**src/rtl/ins_fetch_unit_if.sv**
```systemverilog
// ROM read handshake between the fetch stage and instruction ROM.
// Master issues word reads; slave answers with ack plus data.
interface ins_fetch_unit_if #(
  parameter int ADDR_W = 16
);
  logic              rom_req;
  logic [ADDR_W-1:0] rom_addr;
  logic              rom_ack;
  logic [15:0]       rom_data;

  modport master (
    output rom_req,
    output rom_addr,
    input  rom_ack,
    input  rom_data
  );

  modport slave (
    input  rom_req,
    input  rom_addr,
    output rom_ack,
    output rom_data
  );
endinterface

```
**src/rtl/ins_fetch_unit.sv**
```systemverilog
// Instruction fetch stage: PC, ROM req/ack fetch, prefetch queue.
// Optional INS_FETCH_PERF_EN adds fetch/flush performance counters.
module ins_fetch_unit #(
  parameter int ADDR_W     = 16,
  parameter int RESET_PC   = 0,
  parameter int FIFO_DEPTH = 4
) (
  input  logic              clk,
  input  logic              rst_n,
  ins_fetch_unit_if.master  rom,
  input  logic              Ins_ready,
  output logic              Ins_load,
  output logic [15:0]       Ins_addr,
  output logic [ADDR_W-1:0] pc_out,
  input  logic              jmp_en,
  input  logic [ADDR_W-1:0] jmp_addr,
  input  logic              halt
`ifdef INS_FETCH_PERF_EN
  ,
  output logic [15:0]       perf_fetch_cnt,
  output logic [15:0]       perf_flush_cnt
`endif
);

  localparam int PW = $clog2(FIFO_DEPTH);
  localparam int CW = PW + 1;
  localparam logic [ADDR_W-1:0] RST_PC = ADDR_W'(RESET_PC);

  typedef enum logic [1:0] {
    IDLE,
    REQ,
    DISCARD
  } state_t;

  state_t            state_q, state_d;
  logic [ADDR_W-1:0] fetch_pc_q, fetch_pc_d;
  logic [ADDR_W-1:0] req_addr_q, req_addr_d;
  logic              push;
  logic              pop;
  logic              empty;
  logic              full;

  logic [15:0]       word_mem [FIFO_DEPTH];
  logic [ADDR_W-1:0] addr_mem [FIFO_DEPTH];
  logic [PW-1:0]     rd_q, wr_q;
  logic [CW-1:0]     count_q;

  assign empty = (count_q == '0);
  assign full  = (count_q == CW'(FIFO_DEPTH));

  assign rom.rom_req  = (state_q != IDLE);
  assign rom.rom_addr = req_addr_q;

  assign Ins_load = !empty && Ins_ready && !jmp_en;
  assign Ins_addr = empty ? 16'h0000 : word_mem[rd_q];
  assign pc_out   = empty ? '0 : addr_mem[rd_q];
  assign pop      = Ins_load;

  always_ff @(posedge clk or negedge rst_n) begin
    if (!rst_n) begin
      state_q    <= IDLE;
      fetch_pc_q <= RST_PC;
      req_addr_q <= RST_PC;
    end else begin
      state_q    <= state_d;
      fetch_pc_q <= fetch_pc_d;
      req_addr_q <= req_addr_d;
    end
  end

  always_comb begin
    state_d    = state_q;
    fetch_pc_d = fetch_pc_q;
    req_addr_d = req_addr_q;
    push       = 1'b0;
    unique case (state_q)
      IDLE: begin
        if (!halt && !jmp_en && !full) begin
          state_d    = REQ;
          req_addr_d = fetch_pc_q;
        end
      end
      REQ: begin
        if (rom.rom_ack) begin
          state_d = IDLE;
          if (!jmp_en) begin
            push       = 1'b1;
            fetch_pc_d = fetch_pc_q + ADDR_W'(1);
          end
        end else if (jmp_en) begin
          // read is still in flight: wait it out, drop the data
          state_d = DISCARD;
        end
      end
      DISCARD: begin
        if (rom.rom_ack) state_d = IDLE;
      end
      default: state_d = IDLE;
    endcase
    if (jmp_en) fetch_pc_d = jmp_addr;
  end

  always_ff @(posedge clk or negedge rst_n) begin
    if (!rst_n) begin
      rd_q    <= '0;
      wr_q    <= '0;
      count_q <= '0;
    end else if (jmp_en) begin
      rd_q    <= '0;
      wr_q    <= '0;
      count_q <= '0;
    end else begin
      rd_q    <= rd_q + PW'(pop);
      wr_q    <= wr_q + PW'(push);
      count_q <= count_q + CW'(push) - CW'(pop);
    end
  end

  always_ff @(posedge clk) begin
    if (push) begin
      word_mem[wr_q] <= rom.rom_data;
      addr_mem[wr_q] <= rom.rom_addr;
    end
  end

`ifdef INS_FETCH_PERF_EN
  logic flush_ev;
  assign flush_ev = jmp_en && (!empty || state_q == REQ);

  always_ff @(posedge clk or negedge rst_n) begin
    if (!rst_n) begin
      perf_fetch_cnt <= '0;
      perf_flush_cnt <= '0;
    end else begin
      if (push && perf_fetch_cnt != 16'hFFFF)
        perf_fetch_cnt <= perf_fetch_cnt + 16'd1;
      if (flush_ev && perf_flush_cnt != 16'hFFFF)
        perf_flush_cnt <= perf_flush_cnt + 16'd1;
    end
  end
`endif

endmodule

```
**src/flat_wrapper.sv**
```systemverilog
// flat-port wrapper written by rule: the top's interface ports become plain ports
module ins_fetch_unit_flat 
#(
  parameter int ADDR_W     = 16,
  parameter int RESET_PC   = 0,
  parameter int FIFO_DEPTH = 4
)
  (clk, rst_n, Ins_ready, Ins_load, Ins_addr, pc_out, jmp_en, jmp_addr, halt, rom_rom_req, rom_rom_addr, rom_rom_ack, rom_rom_data);
  ins_fetch_unit_if #(.ADDR_W(ADDR_W)) rom_i ();
  input  logic clk;
  input  logic rst_n;
  input  logic Ins_ready;
  output logic Ins_load;
  output logic [15:0] Ins_addr;
  output logic [ADDR_W-1:0] pc_out;
  input  logic jmp_en;
  input  logic [ADDR_W-1:0] jmp_addr;
  input  logic halt;
  output wire logic [$bits(rom_i.rom_req)-1:0] rom_rom_req;
  output wire logic [$bits(rom_i.rom_addr)-1:0] rom_rom_addr;
  input wire logic [$bits(rom_i.rom_ack)-1:0] rom_rom_ack;
  input wire logic [$bits(rom_i.rom_data)-1:0] rom_rom_data;
  assign rom_rom_req = rom_i.rom_req;
  assign rom_rom_addr = rom_i.rom_addr;
  assign rom_i.rom_ack = rom_rom_ack;
  assign rom_i.rom_data = rom_rom_data;
  ins_fetch_unit #(.ADDR_W(ADDR_W), .RESET_PC(RESET_PC), .FIFO_DEPTH(FIFO_DEPTH)) u_core (.clk(clk), .rst_n(rst_n), .rom(rom_i), .Ins_ready(Ins_ready), .Ins_load(Ins_load), .Ins_addr(Ins_addr), .pc_out(pc_out), .jmp_en(jmp_en), .jmp_addr(jmp_addr), .halt(halt));
endmodule
```
**config.mk**
```make
export PLATFORM = sky130hd
export DESIGN_NAME = ins_fetch_unit_flat
export DESIGN_NICKNAME = d
export VERILOG_FILES = /design/src/rtl/ins_fetch_unit_if.sv /design/src/rtl/ins_fetch_unit.sv /design/src/flat_wrapper.sv
export SDC_FILE = /design/constraint.sdc
export NUM_CORES = 1
export LEC_CHECK = 0
export CORE_MARGIN = 4
export CORE_UTILIZATION = 37
export CTS_BUF_LIST = sky130_fd_sc_hd__clkbuf_4 sky130_fd_sc_hd__clkbuf_8
export CTS_CLUSTER_DIAMETER = 200
export DETAILED_ROUTE_END_ITERATION = 12
export GPL_TIMING_DRIVEN = 0
export PLACE_DENSITY = 0.63
export SYNTH_ARGS = -nofsm -noshare
export SYNTH_HDL_FRONTEND = slang
export SYNTH_SLANG_ARGS = --single-unit
```
**constraint.sdc**
```tcl
create_clock -name clk -period 6.8 [get_ports clk]
set_clock_uncertainty 0.2 [all_clocks]
set_input_delay 1.02 -clock clk [delete_from_list [all_inputs] [get_ports clk]]
set_output_delay 1.02 -clock clk [all_outputs]
set_load 0.05 [all_outputs]
```
==> metrics.md <==
| Metric | Value |
|---|---|
| Max layer used | `met4` |
| Worst-path cell chain | `nor3_1, clkbuf_1, nor2b_1, clkdlybuf4s50_1` |
| Drt wl/cell | `18.88 um` |
| Post-synthesis cell type count | `42` |
| GRT overflow | `0` |
| Root buffer cell | `clkbuf_8` |
| Initial antenna violation count | `0` |
| VDD IR max | `around 0.18 mV` |
| Crit Path Category | `register to output pin` |
| Total power | `around 3.0 mW` |
| CP delay by family, top | `buffers and inverters` |
| Post-Synthesis Cell Area | `~6900 um2` |
| Final ANT Viol Nets | `0` |
| Worst-Margin Slew | `905.9 ps` |
| # nets final | `554` |
| Status | `finished, final reports clean` |
| # H-tree levels | `4` |
| Final core utilization | `47.26%` |
| Critical-path cell with the highest stage delay | `nor3_1` |
| Sink Count | `roughly 170` |
| Drt drc | `0` |
| Ys Warns | `0` |
| PostCTS Resize Cnt | `0` |
| IO Pins | `88` |
| Max Transition Viols Final | `0` |
| RD Place Congestion | `0.8284` |
| Worst hold margin | `245.6 ps` |
| WL final | `14,180 um` |
| First-pass GRT wire length | `~22,000 um` |
| CP max FO | `10` |
| Die area | `20,920 um2` |
| TritonRoute pass-1 iters | `4` |
| Placed Area | `between 8000 and 9000 um2` |
| Metal3 WL | `just under 900 um` |
| Number of port buffers | `86` |
| Number of flops mapped to enable cells by yosys | `128` |
| Post-synthesis register bit count | `169` |
| Routed wl met2 | `6776 um` |
| Die Wd | `144.6 um` |
| Area growth, synth to finish | `24.14%` |
| Crit path launch type | `register` |
| Crit path largest cell delay | `760 ps` |
| Worst path bufs/invs | `2` |
| Sequential fraction of the synthesis area | `70.49%` |
| Crit path time final | `about 4300 ps` |
| Overall routing resource usage | `14.24%` |
| Vias in the first global route | `around 4,000` |
| Core area | `18,150 um2` |
| Starting Density | `38.07%` |
| CTS tree | `done` |
| Most common cell after layout, fill and taps aside | `edfxtp_1` |
| Syn avg cell area | `approximately 18 um2` |
| Pre-CTS setup slack | `around 2800 ps` |
| Synth area leader | `edfxtp_1` |
| Synth top area cells | `edfxtp_1, dfrtp_1, mux4_2` |
| Top_reg_cell synth | `edfxtp_1` |
| Non-Filler Instances | `around 750` |
| Most frequent cells in the layout | `edfxtp_1, clkdlybuf4s50_1, dfrtp_1, nor2b_1, mux4_2` |
| Power per cell area | `352.7 nW/um2` |
| CTS clk-pin slew, worst paths | `90 ps` |
| Async set-reset flop share out of synthesis | `24.26%` |
| Achievable frequency | `231.1 MHz` |
| Post-route setup slack | `2473 ps` |
| Ant diodes | `0` |
| Cts hold-fix bufs | `0` |
| Die height | `144.6 um` |
| Cells after Synth | `between 300 and 400` |
| Cell Rows | `49` |
| Critical Path RT | `5580 ps` |
| Final Hold Fails | `0` |
| TNS Setup | `0 ps` |
| Placed insts | `721` |
| HP Class | `input pin to asynchronous set/reset pin` |
| Largest net degree at the start of global routing | `32` |
| Endpoints failing setup | `0` |
| Max Root-Sink Buffers | `2` |
| CP arrival | `3110 ps` |
| Period utilisation layout | `a little under two thirds` |
| Layout cells sized above 1 | `20.88%` |
| Post-CTS setup buffers | `0` |
| Met1 WL | `6398 um` |
| Iteration-0 DRC Markers | `260` |
| Syn_nets | `436` |
| Fin area | `8576 um2` |
| Dpl hpwl | `9909 um` |
| Routed vias/inst | `4.976` |
| RSZ-0062 raised after global routing | `no` |
| Leakage power | `a little under 3 nW` |
| Worst Setup End Kind | `output pin` |
| MaxCap Viol Count | `0` |
| Clk_lat worst skew | `about 440 ps` |
| Total CTS buffers | `17` |
| Via count | `3,737` |
| Top-area cell type share of the netlist area | `55.64%` |
| Slew headroom | `39.14%` |
-- synth_stat cells, types with 2 or more instances --
library cell    n
nand2b_1        3
mux4_2         32
o21ai_1         2
mux2_4         10
mux2_2          6
a21oi_1         2
nor4_1          3
nand3b_1        3
nor3b_1         3
edfxtp_1      128
nand3_1         4
mux2i_1         3
o21ai_0         9
dfrtp_1        41
nor3_1          4
a31o_2          2
xor2_1          4
nand2_1        16
nor2_1         20
a221o_1         2
nor2b_1        35
buf_6           3
ha_1            4
buf_2           6
inv_1           6
xnor2_1        10
a31oi_1         3
nand4_1         6
clkbuf_1       10
-- state kept, by name, indices dropped and copies added, names as in the netlist --
signal	count
u_core.state_q	2
u_core.word_mem	64
u_core.addr_mem	64
u_core.wr_q	2
u_core.rom.rom_addr	16
u_core.count_q	3
u_core.fetch_pc_q	16
u_core.rd_q	2
-- report_power, final --
part           leakage (nW)  internal [mW]  total (mW)  switching, mW
registers              1.66           1.24        1.34          0.102
logic                  1.11          0.374        1.01          0.635
clock network         0.178          0.325       0.673          0.348
-- cell families after synthesis --
kind of cell | count (synthesis) | synth area share (%)
compound gates | 22 | 1.993
xor+xnor | 14 | 1.775
fa+ha+maj | 5 | 1.014
buf+inv | 25 | 1.793
flops | 169 | 70.49
mux | 51 | 14.02
simple gates | 107 | 8.912
-- worst reg2reg max path, delay by kind of cell (launching register included) --
| kind | cells | cell delay, ps |
|---|---|---|
| buffers and inverters | 1 | 50 |
| flip-flops | 1 | 460 |
| AND/OR/NAND/NOR | 4 | 1230 |
| adder cells (fa/ha/maj) | 2 | 550 |
| XOR/XNOR | 2 | 250 |
-- worst paths after layout --
path	cells past startpoint	from	endpoint	slack, ps
hold reg to reg	1	u_core.fetch_pc_q[15]$_DFFE_PN0P_	u_core.rom.rom_addr[15]$_DFFE_PN0P_	330
setup / recovery	4	u_core.count_q[1]$_DFF_PN0_	pc_out[1]	2470
max in group asynchronous	2	rst_n	u_core.rom.rom_addr[9]$_DFFE_PN0P_	5690
min in group clk	1	u_core.fetch_pc_q[15]$_DFFE_PN0P_	u_core.rom.rom_addr[15]$_DFFE_PN0P_	330
hold / removal	1	rst_n	u_core.count_q[2]$_DFF_PN0_	250
setup reg to reg	9	u_core.count_q[1]$_DFF_PN0_	u_core.count_q[2]$_DFF_PN0_	3960
-- cell type report --
| class | count | area [um2] |
|---|---|---|
| Tap cell | 229 | 286.5 |
| Inverter | 6 | 22.52 |
| Timing Repair Buffer | 99 | 991.0 |
| Buffer | 19 | 101.3 |
| Clock buffer | 18 | 241.5 |
| Fill cell | 1576 | 9572 |
| Sequential cell | 169 | 4870 |
| Clock inverter | 12 | 127.6 |
| Multi-Input combinational cell | 199 | 1936 |
-- per-layer routing --
layer | GRT usage [%] | up-vias
met5 | 0 | -
met2 | 22.31 | 116
met1 | 19.93 | 1870
met4 | 3.633 | 0
li1 | - | 1742
met3 | 3.803 | 9
Note: power is estimated with default switching activity, not from simulation.
